**src/rtl/hazard_unit_pkg.sv**
```systemverilog
// Shared pipeline definitions for the hazard controller: mul/div FSM states,
// the hardwired-zero register index and the default mul/div latency.
package hazard_unit_pkg;

    typedef enum logic [0:0] {
        HZ_IDLE,
        HZ_BUSY
    } hz_state_t;

    localparam logic [4:0]  REG_ZERO              = 5'd0;
    localparam int unsigned MULDIV_CYCLES_DEFAULT = 32;

endpackage

```
**src/rtl/muldiv_busy_ctr.sv**
```systemverilog
// Busy tracker for the multi-cycle multiply/divide unit. An accepted start keeps
// busy_o high for exactly MULDIV_CYCLES cycles; a start while busy is ignored.
module muldiv_busy_ctr
    import hazard_unit_pkg::*;
#(
    parameter int unsigned MULDIV_CYCLES = MULDIV_CYCLES_DEFAULT
) (
    input  logic clock,
    input  logic reset,
    input  logic start_i,
    output logic busy_o
);

    localparam int unsigned CntW = (MULDIV_CYCLES > 2) ? $clog2(MULDIV_CYCLES) : 1;
    localparam logic [CntW-1:0] CntLoad = CntW'(MULDIV_CYCLES - 1);

    hz_state_t       state_q, state_d;
    logic [CntW-1:0] cnt_q, cnt_d;

    always_comb begin
        state_d = state_q;
        cnt_d   = cnt_q;
        busy_o  = 1'b0;
        unique case (state_q)
            HZ_IDLE: begin
                if (start_i) begin
                    state_d = HZ_BUSY;
                    cnt_d   = CntLoad;
                end
            end
            HZ_BUSY: begin
                busy_o = 1'b1;
                if (cnt_q == '0) begin
                    state_d = HZ_IDLE;
                end else begin
                    cnt_d = cnt_q - 1'b1;
                end
            end
            default: state_d = HZ_IDLE;
        endcase
    end

    always_ff @(posedge clock) begin
        if (reset) begin
            state_q <= HZ_IDLE;
            cnt_q   <= '0;
        end else begin
            state_q <= state_d;
            cnt_q   <= cnt_d;
        end
    end

endmodule

```
**src/rtl/hazard_unit.sv**
```systemverilog
// Stall/flush controller for the five-stage pipeline: load-use bubble, taken-branch
// flush, optional mul/div busy interlock (HAZARD_MULDIV_EN) and a stall-cycle counter.
module hazard_unit
    import hazard_unit_pkg::*;
#(
    parameter int unsigned MULDIV_CYCLES = MULDIV_CYCLES_DEFAULT
) (
    input  logic        clock,
    input  logic        reset,
    input  logic [4:0]  ra_pipe_id,
    input  logic [4:0]  rb_pipe_id,
    input  logic        UsesA_id,
    input  logic        UsesB_id,
    input  logic        MemToReg_pipe_ex,
    input  logic        RegWrite_pipe_ex,
    input  logic [4:0]  RegWriteDst_pipe_ex,
    input  logic        BranchTaken_ex,
    input  logic        MulDivStart_id,
    input  logic        MulDivRead_id,
    output logic        PCWrite,
    output logic        IFIDWrite,
    output logic        IFIDFlush,
    output logic        IDEXBubble,
    output logic        MulDivBusy,
    output logic [31:0] StallCount
);

    logic        load_use;
    logic        md_haz;
    logic [31:0] stall_count_q, stall_count_d;

    assign load_use = RegWrite_pipe_ex && MemToReg_pipe_ex && (RegWriteDst_pipe_ex != REG_ZERO) &&
                      ((UsesA_id && (ra_pipe_id == RegWriteDst_pipe_ex)) ||
                       (UsesB_id && (rb_pipe_id == RegWriteDst_pipe_ex)));

`ifdef HAZARD_MULDIV_EN
    logic md_start_ok;

    // A start counts only if the ID instruction actually advances this cycle.
    assign md_start_ok = MulDivStart_id && !BranchTaken_ex && !load_use && !md_haz;
    assign md_haz      = MulDivBusy && (MulDivStart_id || MulDivRead_id);

    muldiv_busy_ctr #(
        .MULDIV_CYCLES(MULDIV_CYCLES)
    ) u_muldiv_busy_ctr (
        .clock  (clock),
        .reset  (reset),
        .start_i(md_start_ok),
        .busy_o (MulDivBusy)
    );
`else
    logic unused_md;

    assign unused_md  = MulDivStart_id ^ MulDivRead_id;
    assign md_haz     = 1'b0;
    assign MulDivBusy = 1'b0;
`endif

    always_comb begin
        PCWrite    = 1'b1;
        IFIDWrite  = 1'b1;
        IFIDFlush  = 1'b0;
        IDEXBubble = 1'b0;
        if (reset) begin
            PCWrite    = 1'b0;
            IFIDWrite  = 1'b0;
            IFIDFlush  = 1'b1;
            IDEXBubble = 1'b1;
        end else if (BranchTaken_ex) begin
            IFIDFlush  = 1'b1;
            IDEXBubble = 1'b1;
        end else if (load_use || md_haz) begin
            PCWrite    = 1'b0;
            IFIDWrite  = 1'b0;
            IDEXBubble = 1'b1;
        end
    end

    always_comb begin
        stall_count_d = stall_count_q;
        if (!PCWrite && !reset && (stall_count_q != 32'hFFFF_FFFF)) begin
            stall_count_d = stall_count_q + 32'd1;
        end
    end

    always_ff @(posedge clock) begin
        if (reset) begin
            stall_count_q <= '0;
        end else begin
            stall_count_q <= stall_count_d;
        end
    end

    assign StallCount = stall_count_q;

endmodule

```
**config.mk**
```make
export PLATFORM = sky130hd
export DESIGN_NAME = hazard_unit
export DESIGN_NICKNAME = d
export VERILOG_FILES = /design/src/rtl/hazard_unit_pkg.sv /design/src/rtl/muldiv_busy_ctr.sv /design/src/rtl/hazard_unit.sv
export SDC_FILE = /design/constraint.sdc
export NUM_CORES = 1
export LEC_CHECK = 0
export CAP_MARGIN = 10
export CORE_ASPECT_RATIO = 0.7
export CORE_UTILIZATION = 41
export DETAILED_ROUTE_END_ITERATION = 10
export GPL_TIMING_DRIVEN = 0
export PLACE_DENSITY = 0.86
export SETUP_SLACK_MARGIN = 0.02
export SLEW_MARGIN = 10
export SYNTH_ARGS = -nofsm -noshare
export SYNTH_HDL_FRONTEND = slang
export SYNTH_HIERARCHICAL = 1
export SYNTH_SLANG_ARGS = --single-unit
export TNS_END_PERCENT = 50
```
**constraint.sdc**
```tcl
create_clock -name clock -period 2.2 [get_ports clock]
set_clock_uncertainty 0.1 [all_clocks]
set_input_delay 0.44 -clock clock [delete_from_list [all_inputs] [get_ports clock]]
set_output_delay 0.44 -clock clock [all_outputs]
set_load 0.01 [all_outputs]
```
==> results of run 1 <==
==> area by class of cell <==
cell class | count | area share (%)
Clock inverter | 3 | 0.4304
Tap cell | 52 | 2.034
Timing Repair Buffer | 89 | 26.17
Buffer | 9 | 2.543
Sequential cell | 32 | 21.40
Clock buffer | 5 | 2.152
Multi-Input combinational cell | 180 | 44.80
Inverter | 4 | 0.4695
==> power breakdown <==
| part | internal, mW | switching, mW |
|---|---|---|
| Clock | 0.214 | 0.231 |
| Sequential | 0.568 | 0.000122 |
| Combinational | 0.0705 | 0.0621 |
==> cells in the mapped netlist (all sizes together) (3+ instances only) <==
cell / count
inv: 4
a21oi: 19
mux2: 4
or4: 7
xor2: 6
nor2: 20
and4: 4
nand4: 12
nor4: 4
dfxtp: 32
xnor2: 13
o31ai: 7
clkbuf: 7
o21ai: 10
or3: 12
nor3: 4
buf: 4
nor2b: 6
and3: 4
nand3b: 3
nand3: 13
nand2: 18
==> worst paths after layout <==
| kind | slack, ns | from | end | cells after the start |
|---|---|---|---|---|
| setup reg to reg | -0.04 | StallCount[5] | StallCount[29] | 9 |
| hold / removal | 0.42 | StallCount[9] | StallCount[9] | 2 |
| setup / recovery | -0.15 | ra_pipe_id[1] | PCWrite | 10 |
| hold reg to reg | 0.42 | StallCount[9] | StallCount[9] | 2 |
==> cells in the final DEF (no fill, tap or decap), drive strengths merged, types with 6 or more instances in the layout <==
master          n
nand4          12
nor2           20
clkdlybuf4s50  35
o21ai          10
a21oi          19
o31ai           7
nor2b           6
xnor2          13
nand3          13
dfxtp          32
nand2          18
xor2            6
dlygate4sd2    10
clkbuf         13
buf            41
or4             7
or3            12
==> repair_timing <==
item                                    4_1_cts  5_1_grt
endpoints found under the hold margin         0        0
hold buffers                                  0        0
endpoints found under the setup margin       35       30
setup buffers                                23       10
pin swaps                                    32       37
resized for setup                            81       54
==> worst min-delay path, cell delays in order (launching register included) <==
cell and delay, ns:
dfxtp_2 0.35, o31ai_1 0.07, a21oi_1 0.06
==> kinds of logic after synthesis <==
logic type | share of synthesized area, %
and+or+nand+nor | 34.92
buffers and inverters | 4.015
xor gates and xnor gates | 9.054
muxes | 2.995
adders and majority gates | 0.6806
DFF | 34.85
AOI/OAI and AO/OA | 13.27
other | 0.2040
==> metal layers <==
metal	share of wire, %	vias to the layer above
met5	0	-
met1	39	1082
met4	2.1	0
met2	48	150
li1	-	1014
met3	11	22
==> through the flow <==
stage                     instance area [um2]  worst slack [ns]
final                                    3198           -0.1525
after CTS                                2922           -0.1442
after global placement                   2566            -1.020
after global routing                     3198           -0.2118
after floorplan                          1931          -0.02276
after detailed placement                 2566            -1.057
==> out/metrics.csv, run 1 <==
stage,metric,value,unit
outcome,status,"complete, but fails checks",
outcome,violated_checks,negative setup slack,
route,drt_pre_antenna_iters,6,
layout,seqCellArea,684.4,um2
sta,min_period_over_period,106.9,%
sta,hold_violations,0,
yosys,synth.cell_area,0.001838,mm2
grt,wire_length_of_the_first_global_routing_pass,9742,um
grt,number_of_antenna_violations_at_the_first_check_in_global_routing,0,
grt,groute.layer.met1.usage,35.63,%
worst_setup_path,slowest_stage_cell_crit_path,o22ai_2,
sta,maxSlewViolCount,0,
worst_setup_path,critical_path.max_fanout,2,
placed_design,io_buffer_count,57,
worst_setup_path,critPathMaxStageDelay,0.25,ns
worst_setup_path,crit_family,buffers and inverters,
power_and_ir_drop,powerDensity,358.3,mW/mm2
yosys,async_flop_share,0,%
layout,final_net_count,346,
clock_tree,later_pin_clock_latency_in_the_skew_report,0.30,ns
layout,area_growth_syn_to_layout,74.00,%
clock_tree,total_clock_buffers_created_by_cts,5,
grt,met3_usage,7.087,%
yosys,top_cell_type_by_total_area_after_synthesis,dfxtp_1,
power_and_ir_drop,peakVddDrop,0.2896,mV
layout,stdcell_count,374,
sta,fmaxAchievable,425.1,MHz
layout,largest_reg_flops,32,
sta,fin_setup_tns,-0.7633,ns
grt,grt_max_degree,11,
power_and_ir_drop,power_leakage,1.193,nW
route,drc,0,
yosys,synth_sequential_area_ratio,34.85,%
clock_tree,root_buffer,clkbuf_8,
floorplan,floorplan.initialDensity,44.69,%
grt,grt-ovfl-total,0,
floorplan,row_count,19,
yosys,synthesis.instances,227,
yosys,postSynthRegisterBits,32,
sta,fin_worst_hold_slack,0.4154,ns
yosys,synth_area_leaders,"dfxtp_1, xnor2_1, a21oi_1",
placed_design,place.gp.congestion,0.8208,
yosys,synthesis.yosys.warnings,6,
yosys,postSynthNetCount,252,
yosys,syn-mean-instance-area,8.097,um2
yosys,synth_top_area_share,34.85,%
route,avgRoutedWirePerCell,18.87,um
clock_tree,clk_transition_reported_paths,0.07,ns
placed_design,dpl.cell_count,336,
route,drt-initial-drc-count,222,
worst_setup_path,setup.worst_path.class,primary input to primary output,
floorplan,die_w,82.03,um
yosys,ys_dominant_reg_cell,dfxtp_1,
worst_setup_path,timing.critical_path.cells,clkdlybuf4s15_1 > xnor2_2 > nand4_1 > o22ai_2 > clkbuf_8 > nand2_4 > nor2_4 > nor2_4 > buf_6 > buf_6,
floorplan,core_area,0.004113,mm2
layout,fraction_of_layout_cells_with_a_size_suffix_above_1,38.20,%
yosys,synth_cell_types,44,
placed_design,dp_hpwl,3975,um
route,vias,2268,
sta,worstMarginPinSlew,0.6296,ns
worst_hold_path,min-delay-path-class,flip-flop to flip-flop,
layout,multi_input_area,0.001433,mm2
layout,layout.core_utilization,77.76,%
clock_tree,cts_tree,yes,
worst_setup_path,startpoint_type_of_the_worst_setup_path,primary input,
clock_tree,clockBufferDepth,2,
layout,nFillCells,268,
clock_tree,clock_sink_count,32,
job,cap_viol_max_count,0,
yosys,synth-edff-count,0,
worst_setup_path,timing.critical_path.required,1.66,ns
layout,count_of_inserted_antenna_diode_cells,0,
sta,rsz0062_at_grt,true,
grt,track_usage,27.59,%
route,routed_wl,7058,um
grt,globalRouteMet2Util,44.63,%
floorplan,pin_count,61,
worst_setup_path,worst_setup_path_end_kind,primary output,
sta,min_period,2.352,ns
worst_setup_path,crit_buf_inv,4,
sta,finalWorstSetupSlack,-0.1525,ns
route,detail-route-antenna-nets,0,
grt,grt.busiest_layer,met2,
grt,first_global_vias,2047,
route,vias_per_cell,6.064,
worst_setup_path,worst-endpoint-arrival,1.81,ns
clock_tree,cts_htree_levels,2,
sta,max_slew_margin,58.03,%
sta,setup_violations,14,
power_and_ir_drop,total_power,1.146,mW
floorplan,floorplan.die_area,0.004759,mm2
floorplan,die_h,58.02,um
Power figures use the tool's default switching activity.
==> run 2, diff against run 1 <==
--- a/config.mk
+++ b/config.mk
@@ -10,6 +10,7 @@
 export CORE_UTILIZATION = 41
 export DETAILED_ROUTE_END_ITERATION = 10
 export GPL_TIMING_DRIVEN = 0
+export MAX_ROUTING_LAYER = met4
 export PLACE_DENSITY = 0.86
 export SETUP_SLACK_MARGIN = 0.02
 export SLEW_MARGIN = 10
==> out/metrics.csv, run 2 (synthesized netlist as in run 1, its figures left out) <==
stage,metric,value,unit,change
sta,worstMarginPinSlew,0.6306,ns,+0.001091 ns
placed_design,dp_hpwl,3975,um,unchanged
sta,fmaxAchievable,425.1,MHz,about the same
clock_tree,clk_transition_reported_paths,0.06,ns,about the same
outcome,status,"complete, but fails checks",,
layout,mostFrequentLayoutCells,"clkdlybuf4s50_1, buf_4, nor2_1",,
floorplan,pin_count,61,,unchanged
sta,min_period_over_period,106.9,%,about the same
sta,min_period,2.353,ns,+0.0001720 ns
route,vias_per_cell,6.123,,+0.97%
grt,grt_max_degree,11,,unchanged
grt,wire_length_of_the_first_global_routing_pass,9729,um,-0.13%
layout,final_common_cell,clkdlybuf4s50_1,,
clock_tree,root_buffer,clkbuf_8,,
worst_setup_path,worstSetupEndpoint,PCWrite,,
power_and_ir_drop,netSwitchingFraction,26.06,%,+0.48 points
worst_setup_path,timing.critical_path.cells,clkdlybuf4s15_1 > xnor2_2 > nand4_1 > o22ai_2 > clkbuf_8 > nand2_4 > nor2_4 > nor2_4 > buf_6 > buf_6,,
layout,count_of_inserted_antenna_diode_cells,0,,unchanged
worst_setup_path,critical_path.max_fanout,2,,unchanged
route,drc,0,,unchanged
grt,number_of_antenna_violations_at_the_first_check_in_global_routing,0,,unchanged
worst_setup_path,setup.worst_path.start,ra_pipe_id[1],,
clock_tree,total_clock_buffers_created_by_cts,5,,unchanged
worst_setup_path,reg2reg_setup_slack,-0.15,ns,-0.11 ns
worst_setup_path,critPathMaxStageDelay,0.26,ns,about the same
sta,maxSlewViolCount,0,,unchanged
worst_setup_path,critical_path.reg2reg.startpoint,StallCount[5],,
placed_design,placed_cell_area,0.002566,mm2,unchanged
power_and_ir_drop,seqPwrFrac,49.3,%,-0.3 points
floorplan,floorplan.die_area,0.004759,mm2,unchanged
worst_setup_path,crit_family,buffers and inverters,,
sta,setup_violations,21,,+7
floorplan,die_w,82.03,um,unchanged
floorplan,die_h,58.02,um,unchanged
floorplan,core_area,0.004113,mm2,unchanged
worst_setup_path,startpoint_type_of_the_worst_setup_path,primary input,,
worst_setup_path,worstReg2RegEnd,StallCount[12],,
clock_tree,cts_htree_levels,2,,unchanged
layout,layout.core_utilization,77.58,%,-0.18 points
clock_tree,clock_sink_count,32,,unchanged
power_and_ir_drop,clock_power_share,39.3,%,+0.4 points
power_and_ir_drop,power.net_switching,301.0,uW,+2.7%
route,detail-route-antenna-nets,0,,unchanged
floorplan,row_count,19,,unchanged
clock_tree,cts_tree,yes,,
power_and_ir_drop,power_leakage,1.195,nW,+0.15%
layout,stdcell_area,0.003191,mm2,-0.23%
route,drt-initial-drc-count,282,,+27%
sta,rsz0062_at_grt,true,,
layout,largest_reg_flops,32,,unchanged
power_and_ir_drop,powerDensity,362.0,mW/mm2,+1.0%
job,cap_viol_max_count,0,,unchanged
layout,fraction_of_layout_cells_with_a_size_suffix_above_1,38.82,%,+0.62 points
sta,finalWorstSetupSlack,-0.1526,ns,-0.0001720 ns
clock_tree,later_pin_clock_latency_in_the_skew_report,0.30,ns,about the same
worst_setup_path,setup.worst_path.class,primary input to primary output,,
worst_setup_path,worst-r2r-cell-count,9,,unchanged
placed_design,io_buffer_count,57,,unchanged
placed_design,place.gp.congestion,0.8331,,+1.5%
placed_design,dpl_worst_slack,-1.057,ns,unchanged
worst_setup_path,crit_buf_inv,4,,unchanged
floorplan,floorplan.initialDensity,44.69,%,unchanged
sta,hold_violations,0,,unchanged
layout,nFillCells,275,,+2.6%
worst_setup_path,worst_setup_path_end_kind,primary output,,
outcome,violated_checks,negative setup slack,,
grt,first_global_vias,2048,,+0.049%
grt,track_usage,28.44,%,+0.85 points
power_and_ir_drop,cell_internal_power,854.0,uW,+0.14%
route,drt_pre_antenna_iters,5,,-1
worst_setup_path,worst-endpoint-arrival,1.81,ns,about the same
clock_tree,clockBufferDepth,2,,unchanged
route,vias,2290,,+0.97%
layout,area_growth_syn_to_layout,73.59,%,
worst_hold_path,min-delay-path-class,flip-flop to flip-flop,,
grt,grt-ovfl-total,0,,unchanged
power_and_ir_drop,peakVddDrop,0.3034,mV,+4.8%
worst_setup_path,slowest_stage_cell_crit_path,o22ai_2,,
sta,max_slew_margin,57.96,%,-0.073 points
power_and_ir_drop,power.share.combinational,11.4,%,-0.2 points
route,avgRoutedWirePerCell,18.96,um,+0.47%
clock_tree,cts-hold-fix-buffers,0,,unchanged
layout,final_net_count,346,,unchanged
worst_setup_path,cp_num_cells,10,,unchanged
route,routed_wl,7091,um,+0.47%
worst_setup_path,timing.critical_path.required,1.66,ns,about the same
==> run 2: cell counts in the layout (fill, tap and decap cells not counted) <==
Identical to the previous run, type by type.
==> run 2: how the worst min path moves through the flow <==
stage,start,to,depth (start not counted)
final,StallCount[19],StallCount[19],2
after CTS,StallCount[9],StallCount[9],2
after detailed placement,StallCount[9],StallCount[9],2
after floorplan,StallCount[9],StallCount[9],2
after global placement,StallCount[10],StallCount[10],2
after global routing,StallCount[19],StallCount[19],2
==> run 2: worst reg2reg max path: stages (launching register included) <==
cell and delay [ns]:
dfxtp_4 0.35, buf_4 0.14, nand4_1 0.25, nor4_4 0.43
a311oi_4 0.17, buf_4 0.18, nand3b_1 0.15, buf_6 0.15
nor3_4 0.04, mux2_4 0.29
==> run 2: area by class of cell <==
cell class              instances  area, um2  share of cell area (%)
plain buffers                  10      92.59                   2.902
clock buffers                   5      68.82                   2.157
clock inverters                 3      13.76                  0.4314
inverters                       4      15.01                  0.4706
multi-input cells             180       1426                   44.71
flip-flops and latches         32      683.2                   21.41
well taps                      52      65.06                   2.039
repair buffers                 88      825.8                   25.88
==> run 2: per-layer routing <==
layer | track usage (%) | routed length [um]
met1 | 35.92 | 2804
met2 | 44.63 | 3356
met3 | 6.614 | 768
met4 | 9.524 | 162
met5 | - | 0
==> run 2: power by group through the flow <==
stage	registers, mW	logic, mW	clock network [mW]
after floorplan	0.584	0.0462	0
after global placement	0.584	0.107	0
after detailed placement	0.584	0.110	0
after CTS	0.571	0.115	0.431
after global routing	0.569	0.143	0.474
final	0.569	0.132	0.454
==> run 2: timing repair <==
item	in CTS	in global routing
endpoints found under the hold margin	0	0
pin swaps	32	38
resized for setup	81	52
cloned	0	0
buffers inserted	23	9
setup endpoints to repair	35	30
==> run 2: stage by stage <==
stage / total power [mW] / hold slack (ns) / TNS (ns) / instances
4_1_cts: 1.117 / 0.4014 / -0.2275 / 366
6_report: 1.155 / 0.4165 / -1.300 / 374
3_5_place_dp: 0.6935 / 0.3911 / -22.75 / 336
5_1_grt: 1.185 / 0.4184 / -4.987 / 374
3_3_place_gp: 0.6911 / 0.3836 / -21.04 / 336
2_1_floorplan: 0.6299 / 0.3907 / -0.02276 / 227
